[src/rtl/fb_pixel_writer_if.sv]
// fb_pixel_writer_if: pixel stream, clear request and framebuffer write bus.
// clip_count exists only when FB_CLIP_STATS_EN is defined.
interface fb_pixel_writer_if #(
   parameter int COORD_WIDTH = 16,
   parameter int COLOR_WIDTH = 8,
   parameter int ADDR_WIDTH  = 16
);
   logic                          pixel_valid;
   logic signed [COORD_WIDTH-1:0] x_in;
   logic signed [COORD_WIDTH-1:0] y_in;
   logic [COLOR_WIDTH-1:0]        color_in;
   logic                          pixel_ready;
   logic                          clear_start;
   logic [COLOR_WIDTH-1:0]        clear_color;
   logic [ADDR_WIDTH-1:0]         fb_addr;
   logic [COLOR_WIDTH-1:0]        fb_data;
   logic                          fb_we;
   logic                          fb_ready;
   logic                          busy;
`ifdef FB_CLIP_STATS_EN
   logic [31:0]                   clip_count;
`endif

   // Environment side: rasterizer, clear requester and memory arbiter.
   modport master (
`ifdef FB_CLIP_STATS_EN
      input  clip_count,
`endif
      output pixel_valid, x_in, y_in, color_in,
      input  pixel_ready,
      output clear_start, clear_color,
      input  fb_addr, fb_data, fb_we,
      output fb_ready,
      input  busy
   );

   // Pixel writer side.
   modport slave (
`ifdef FB_CLIP_STATS_EN
      output clip_count,
`endif
      input  pixel_valid, x_in, y_in, color_in,
      output pixel_ready,
      input  clear_start, clear_color,
      output fb_addr, fb_data, fb_we,
      input  fb_ready,
      output busy
   );
endinterface

[src/rtl/fb_pixel_writer.sv]
// fb_pixel_writer: buffers rasterizer pixels, clips, addresses and writes
// them to the framebuffer; also sweeps a full-screen clear. Optional
// macro FB_CLIP_STATS_EN adds a saturating clip_count.
module fb_pixel_writer #(
   parameter int COORD_WIDTH = 16,
   parameter int FB_WIDTH    = 320,
   parameter int FB_HEIGHT   = 180,
   parameter int COLOR_WIDTH = 8,
   parameter int FIFO_DEPTH  = 4
) (
   input logic              clk_in,
   input logic              rst_in,
   fb_pixel_writer_if.slave bus
);
   localparam int NPIX       = FB_WIDTH * FB_HEIGHT;
   localparam int ADDR_WIDTH = $clog2(NPIX);
   localparam int PTR_W      = $clog2(FIFO_DEPTH);
   localparam int CW         = COORD_WIDTH;

   localparam logic signed [CW:0] W_S = (CW+1)'(FB_WIDTH);
   localparam logic signed [CW:0] H_S = (CW+1)'(FB_HEIGHT);
   localparam logic [ADDR_WIDTH:0] SWEEP_END = (ADDR_WIDTH+1)'(NPIX);
   localparam logic [PTR_W:0] DEPTH_C = (PTR_W+1)'(FIFO_DEPTH);

   typedef enum logic [1:0] {RUN, DRAIN, CLEAR} state_e;

   state_e state_q, state_d;

   logic signed [CW-1:0]   fx_q [FIFO_DEPTH];
   logic signed [CW-1:0]   fy_q [FIFO_DEPTH];
   logic [COLOR_WIDTH-1:0] fc_q [FIFO_DEPTH];
   logic [PTR_W:0]         wr_ptr_q, rd_ptr_q, count;
   logic [PTR_W-1:0]       wr_idx, rd_idx;

   logic                   s1_vld_q;
   logic signed [CW-1:0]   s1_x_q, s1_y_q;
   logic [COLOR_WIDTH-1:0] s1_c_q;

   logic                   out_vld_q, out_vld_d;
   logic [ADDR_WIDTH-1:0]  out_addr_q, out_addr_d;
   logic [COLOR_WIDTH-1:0] out_data_q, out_data_d;

   logic [ADDR_WIDTH:0]    sweep_q, sweep_d;
   logic [COLOR_WIDTH-1:0] clr_color_q;

   logic                   stall, adv, fifo_empty, push, pop;
   logic                   accept, sweep_done, inrange;
   logic signed [CW:0]     sx, sy;
   logic [ADDR_WIDTH-1:0]  s1_addr;

   assign wr_idx     = wr_ptr_q[PTR_W-1:0];
   assign rd_idx     = rd_ptr_q[PTR_W-1:0];
   assign count      = wr_ptr_q - rd_ptr_q;
   assign fifo_empty = (count == '0);

   // A held write freezes the output register, S1 and the FIFO pop.
   assign stall  = out_vld_q && !bus.fb_ready;
   assign adv    = !stall;
   assign accept = out_vld_q && bus.fb_ready;
   assign push   = bus.pixel_valid && bus.pixel_ready;
   assign pop    = adv && !fifo_empty;

   // Sign-extend by one bit so the bound compares cannot wrap.
   assign sx = {s1_x_q[CW-1], s1_x_q};
   assign sy = {s1_y_q[CW-1], s1_y_q};
   assign inrange = !sx[CW] && (sx < W_S) && !sy[CW] && (sy < H_S);
   assign s1_addr = inrange
      ? ADDR_WIDTH'($unsigned(s1_y_q)) * ADDR_WIDTH'(FB_WIDTH)
        + ADDR_WIDTH'($unsigned(s1_x_q))
      : '0;

   assign sweep_done = (sweep_q == SWEEP_END);

   assign bus.pixel_ready = (state_q == RUN) && (count < DEPTH_C);
   assign bus.fb_we   = out_vld_q;
   assign bus.fb_addr = out_addr_q;
   assign bus.fb_data = out_data_q;
   assign bus.busy    = (state_q != RUN) || !fifo_empty
                        || s1_vld_q || out_vld_q;

   // State register.
   always_ff @(posedge clk_in or posedge rst_in) begin
      if (rst_in) state_q <= RUN;
      else        state_q <= state_d;
   end

   // Mode sequencing: drain queued pixels before the clear sweep.
   always_comb begin
      state_d = state_q;
      unique case (state_q)
         RUN:
            if (bus.clear_start) state_d = DRAIN;
         DRAIN:
            if (fifo_empty && !s1_vld_q && !out_vld_q) state_d = CLEAR;
         CLEAR:
            if (sweep_done && accept) state_d = RUN;
         default:
            state_d = RUN;
      endcase
   end

   // FIFO pointers.
   always_ff @(posedge clk_in or posedge rst_in) begin
      if (rst_in) begin
         wr_ptr_q <= '0;
         rd_ptr_q <= '0;
      end else begin
         if (push) wr_ptr_q <= wr_ptr_q + 1'b1;
         if (pop)  rd_ptr_q <= rd_ptr_q + 1'b1;
      end
   end

   // FIFO storage; contents are qualified by the pointers.
   always_ff @(posedge clk_in) begin
      if (push) begin
         fx_q[wr_idx] <= bus.x_in;
         fy_q[wr_idx] <= bus.y_in;
         fc_q[wr_idx] <= bus.color_in;
      end
   end

   // S1 takes the FIFO head whenever the pipeline advances.
   always_ff @(posedge clk_in or posedge rst_in) begin
      if (rst_in) begin
         s1_vld_q <= 1'b0;
         s1_x_q   <= '0;
         s1_y_q   <= '0;
         s1_c_q   <= '0;
      end else if (adv) begin
         s1_vld_q <= !fifo_empty;
         s1_x_q   <= fx_q[rd_idx];
         s1_y_q   <= fy_q[rd_idx];
         s1_c_q   <= fc_q[rd_idx];
      end
   end

   // Output register source: clipped pixels in RUN/DRAIN, sweep in CLEAR.
   always_comb begin
      out_vld_d  = out_vld_q;
      out_addr_d = out_addr_q;
      out_data_d = out_data_q;
      sweep_d    = sweep_q;
      if (state_q == DRAIN && state_d == CLEAR) sweep_d = '0;
      if (adv) begin
         if (state_q == CLEAR) begin
            out_vld_d = !sweep_done;
            if (!sweep_done) begin
               out_addr_d = sweep_q[ADDR_WIDTH-1:0];
               out_data_d = clr_color_q;
               sweep_d    = sweep_q + 1'b1;
            end
         end else begin
            out_vld_d = s1_vld_q && inrange;
            if (s1_vld_q && inrange) begin
               out_addr_d = s1_addr;
               out_data_d = s1_c_q;
            end
         end
      end
   end

   // Output register and sweep counter.
   always_ff @(posedge clk_in or posedge rst_in) begin
      if (rst_in) begin
         out_vld_q  <= 1'b0;
         out_addr_q <= '0;
         out_data_q <= '0;
         sweep_q    <= '0;
      end else begin
         out_vld_q  <= out_vld_d;
         out_addr_q <= out_addr_d;
         out_data_q <= out_data_d;
         sweep_q    <= sweep_d;
      end
   end

   // Fill colour is captured with the accepted clear request.
   always_ff @(posedge clk_in or posedge rst_in) begin
      if (rst_in)
         clr_color_q <= '0;
      else if (state_q == RUN && bus.clear_start)
         clr_color_q <= bus.clear_color;
   end

`ifdef FB_CLIP_STATS_EN
   logic        clip_hit;
   logic [31:0] clip_cnt_q;

   assign clip_hit       = adv && s1_vld_q && !inrange;
   assign bus.clip_count = clip_cnt_q;

   // Saturating count of pixels dropped by the clip test.
   always_ff @(posedge clk_in or posedge rst_in) begin
      if (rst_in)
         clip_cnt_q <= '0;
      else if (clip_hit && clip_cnt_q != '1)
         clip_cnt_q <= clip_cnt_q + 1'b1;
   end
`else
   // Without statistics, clipped pixels are dropped silently.
`endif

endmodule
[src/flat_wrapper.sv]
// flat-port wrapper written by rule: the top's interface ports become plain ports
module fb_pixel_writer_flat 
#(
   parameter int COORD_WIDTH = 16,
   parameter int FB_WIDTH    = 320,
   parameter int FB_HEIGHT   = 180,
   parameter int COLOR_WIDTH = 8,
   parameter int FIFO_DEPTH  = 4
)
  (clk_in, rst_in, bus_pixel_valid, bus_x_in, bus_y_in, bus_color_in, bus_pixel_ready, bus_clear_start, bus_clear_color, bus_fb_addr, bus_fb_data, bus_fb_we, bus_fb_ready, bus_busy);
  fb_pixel_writer_if #(.COORD_WIDTH(COORD_WIDTH), .COLOR_WIDTH(COLOR_WIDTH)) bus_i ();
  input logic clk_in;
  input logic rst_in;
  input wire logic [$bits(bus_i.pixel_valid)-1:0] bus_pixel_valid;
  input wire logic [$bits(bus_i.x_in)-1:0] bus_x_in;
  input wire logic [$bits(bus_i.y_in)-1:0] bus_y_in;
  input wire logic [$bits(bus_i.color_in)-1:0] bus_color_in;
  output wire logic [$bits(bus_i.pixel_ready)-1:0] bus_pixel_ready;
  input wire logic [$bits(bus_i.clear_start)-1:0] bus_clear_start;
  input wire logic [$bits(bus_i.clear_color)-1:0] bus_clear_color;
  output wire logic [$bits(bus_i.fb_addr)-1:0] bus_fb_addr;
  output wire logic [$bits(bus_i.fb_data)-1:0] bus_fb_data;
  output wire logic [$bits(bus_i.fb_we)-1:0] bus_fb_we;
  input wire logic [$bits(bus_i.fb_ready)-1:0] bus_fb_ready;
  output wire logic [$bits(bus_i.busy)-1:0] bus_busy;
  assign bus_i.pixel_valid = bus_pixel_valid;
  assign bus_i.x_in = bus_x_in;
  assign bus_i.y_in = bus_y_in;
  assign bus_i.color_in = bus_color_in;
  assign bus_pixel_ready = bus_i.pixel_ready;
  assign bus_i.clear_start = bus_clear_start;
  assign bus_i.clear_color = bus_clear_color;
  assign bus_fb_addr = bus_i.fb_addr;
  assign bus_fb_data = bus_i.fb_data;
  assign bus_fb_we = bus_i.fb_we;
  assign bus_i.fb_ready = bus_fb_ready;
  assign bus_busy = bus_i.busy;
  fb_pixel_writer #(.COORD_WIDTH(COORD_WIDTH), .FB_WIDTH(FB_WIDTH), .FB_HEIGHT(FB_HEIGHT), .COLOR_WIDTH(COLOR_WIDTH), .FIFO_DEPTH(FIFO_DEPTH)) u_core (.clk_in(clk_in), .rst_in(rst_in), .bus(bus_i));
endmodule
[config.mk]
export PLATFORM = sky130hd
export DESIGN_NAME = fb_pixel_writer_flat
export DESIGN_NICKNAME = d
export VERILOG_FILES = /design/src/rtl/fb_pixel_writer_if.sv /design/src/rtl/fb_pixel_writer.sv /design/src/flat_wrapper.sv
export SDC_FILE = /design/constraint.sdc
export NUM_CORES = 1
export LEC_CHECK = 0
export BUFFER_PORTS_ARGS = -buffer_cell sky130_fd_sc_hd__buf_2
export CAP_MARGIN = 20
export CELL_PAD_IN_SITES_DETAIL_PLACEMENT = 0
export CELL_PAD_IN_SITES_GLOBAL_PLACEMENT = 1
export CORE_AREA = 2 2 159 161
export CTS_CLUSTER_DIAMETER = 50
export DETAILED_ROUTE_END_ITERATION = 7
export DIE_AREA = 0 0 161 163
export GPL_TIMING_DRIVEN = 0
export MAX_ROUTING_LAYER = met4
export PLACE_DENSITY_LB_ADDON = 0.05
export REMOVE_ABC_BUFFERS = 1
export SYNTH_ARGS = -nofsm -noshare
export SYNTH_HDL_FRONTEND = slang
export SYNTH_SLANG_ARGS = --single-unit
[constraint.sdc]
create_clock -name clk_in -period 4.2 [get_ports clk_in]
set_input_delay 0.21 -clock clk_in [delete_from_list [all_inputs] [get_ports clk_in]]
set_output_delay 0.21 -clock clk_in [all_outputs]
set_load 0.02 [all_outputs]
==> qor.yml <==
detailed_routing:
  drt_iter0_markers: 278
  wl_per_cell_um: 18.4
  drc: 0
  drt_wl_total_um: 21600
  num_vias: 6118
  ant_nets: 0
  vias_per_cell: 5.21
  dr.pass1.iters: 4
synthesis:
  synth_top_family_by_area: "multiplexers"
  yosys.area.top_type: "edfxtp_1"
  postSynthAreaPerCell_sq_um: 16.2
  ys_warn_count: 0
  synth_xor_area_frac: 0.0218
  synth_compound_area_frac: 0.0554
  yosys_register_bits: 259
  synth_simple_gate_area_frac: 0.0523
  synth-seq-area-share: 0.670
  yosys.cell_types.count: 50
  syn-cell-area_sq_um: 10900
  synthArstFlopShare: 0.382
  synth_top_area_frac: 0.442
  ys.flop_type: "edfxtp_1"
  syn_inst: 671
  synth.area.top_cells: "edfxtp_1 44%, dfrtp_1 23%, mux4_2 8.3%"
  synth_edf_count: 160
  synth_fa_ha_area_frac: 0.0394
  synthMuxAreaShare: 0.146
timing:
  post-route-period-util: 0.800
  setup_viol: 0
  hold_violations: 0
  fin_setup_tns_ns: 0
  fin_skew_ns: 0.0125
  rsz0062_at_grt: "false"
  final_max_slew_viol_count: 0
  fin_crit_ns: 3.36
  worst_pin_slew_ns: 1.04
  slew_headroom: 0.303
  fmax_mhz: 297
worst_setup_path:
  criticalPathCategory: "flop to flop"
  cp_max_fo: 23
  rr_worst_depth: 9
  r2r-start: "u_core.sweep_q[0]$_DFF_PP0_"
  rrSetupSlack_ns: 0.84
  crit_start: "u_core.sweep_q[0]$_DFF_PP0_"
  setup.worst_path.end: "u_core.bus.fb_addr[14]$_DFFE_PP0P_"
  crit_required_ns: 4.63
  r2r_end: "u_core.bus.fb_addr[14]$_DFFE_PP0P_"
  start_kind: "flop"
  cp-end-kind: "flop"
  critPathArrivalTime_ns: 3.79
grt:
  grt_max_degree: 59
  grt_pass1_wl_um: 35200
  antenna_found_initial: 0
  grt_pass1_vias: 6616
  gr-total-overflow: 0
  track_usage: 0.177
die:
  die_w_um: 161
  rows: 58
  die_h_um: 163
  coreArea_sq_um: 24700
  die-area_sq_um: 26200
  pin_count: 80
  start_util: 0.440
clock_network:
  numCtsBuffers: 34
  clkSinkCount: 259
  clockRootBuffer: "clkbuf_16"
  cts_resized: 0
  htreeDepth: 2
  clock_latency_ns: 0.50
  holdBufCountCts: 49
  post-cts-setup-buffers: 0
  clk_pin_slew_ns: 0.06
  cts_buffer_depth: 3
  tritoncts: "built"
placement:
  io_buffer_count: 79
  gp_congestion: 0.793
  dp_hpwl_um: 14100
  placedCellCount: 1064
finish:
  final_cell_mix: "160 x edfxtp_1, 97 x dfrtp_1, 79 x buf_2"
  fin_cells: 1175
  syn2layout_area_growth_pct: 24.5
  nNetsFinal: 905
  layout_commonest_cell: "edfxtp_1"
  n_antenna_cell: 0
  drive_above_1_share: 0.295
power:
  p_leak_nw: 5.19
  p_total_w: 0.00994
  ir_drop_mv: 0.390
  p_per_area_nw_per_um2: 735
outcome:
  status: "finished, final reports clean"
flow_run:
  drv_cap: 0
hold_path:
  hold_class: "primary input to flop"
power breakdown:
part | internal (W) | switching [W] | total [W]
sequential | 0.00320 | 0.000402 | 0.00360
clock | 0.00188 | 0.00106 | 0.00294
combinational | 0.00173 | 0.00167 | 0.00340
worst min-delay path by stage:
stage | startpoint | to | depth (start not counted)
2_1_floorplan | bus_color_in[0] | u_core.fc_q[0][0]$_DFFE_PP_ | 0
3_3_place_gp | bus_y_in[2] | u_core.fy_q[0][2]$_DFFE_PP_ | 1
3_5_place_dp | rst_in | u_core.bus.fb_data[1]$_DFFE_PP0P_ | 2
4_1_cts | bus_fb_ready | u_core.state_q[1]$_DFF_PP0_ | 4
5_1_grt | bus_fb_ready | u_core.state_q[1]$_DFF_PP0_ | 4
6_report | bus_fb_ready | u_core.state_q[1]$_DFF_PP0_ | 4
sequential cells by signal, indices dropped and copies added, names as in the netlist:
name	flops
u_core.sweep_q	17
u_core.fc_q	32
u_core.s1_x_q	16
u_core.rd_ptr_q	3
u_core.bus.fb_addr	16
u_core.state_q	2
u_core.clr_color_q	8
u_core.wr_ptr_q	3
u_core.bus.fb_we	1
u_core.fx_q	64
u_core.fy_q	64
u_core.s1_vld_q	1
u_core.bus.fb_data	8
u_core.s1_c_q	8
u_core.s1_y_q	16
critical path: stages (launching register included):
cell and delay (ns):
dfrtp_1 0.43, inv_1 0.08, ha_1 0.14, or4b_1 0.43, o41a_1 0.50, and2_0 0.51
a31oi_4 0.77, buf_16 0.23, a21oi_1 0.05, a2bb2oi_1 0.14
per-stage QoR:
stage               cell area, sq um  hold WS (ns)  setup WS (ns)  utilization
floorplan                      10800         0.309         -0.368            -
global placement               11600         0.418          -1.85        0.469
detailed placement             11800         0.319          0.809        0.480
CTS                            13500        0.0186          0.804        0.548
global route                   13500        0.0408          0.580        0.548
finish                         13500        0.0324          0.839        0.548
routing by layer:
layer  GRT usage  up-vias  wire [um]
met1       0.220     3094       9490
li1            -     2883          -
met4      0.0548        0        483
met5           -        -          0
met2       0.298      106      10800
met3      0.0313       35        794
synthesized netlist by cell type (2+ instances only):
master / n
dfrtp_1: 99
o31ai_1: 4
mux2i_1: 12
a21o_1: 3
or4_1: 3
edfxtp_1: 160
a22oi_1: 14
xnor2_1: 18
fa_1: 2
o21bai_1: 4
mux4_2: 40
nor2b_1: 3
clkbuf_1: 15
xor2_1: 9
and3_1: 8
nand2b_1: 4
a21oi_1: 16
buf_2: 6
nor2_1: 21
and2_0: 2
a211oi_1: 3
o211ai_1: 3
buf_1: 6
mux2_2: 50
and2_1: 3
nand3_1: 6
o21ai_0: 34
nand2_1: 44
ha_1: 31
inv_1: 14
o21ai_1: 4
nor4_1: 3
nand4_1: 8
nor3_1: 3
kinds of logic after synthesis:
kind of cell	Yosys count
fa+ha+maj	33
flops	259
compound gates	94
buf+inv	41
mux	102
simple gates	115
xor+xnor	27
area by class of cell:
class                      instances  area (sq um)
sequential                       259          7290
tap                              330           413
timing repair buffer             139          1130
clock buffer                      50          1060
inverter                          14          55.1
clock inverter                    12           134
multi-input combinational        371          3450
fill                            2020         11200
Note: power is estimated with default switching activity, not from simulation.
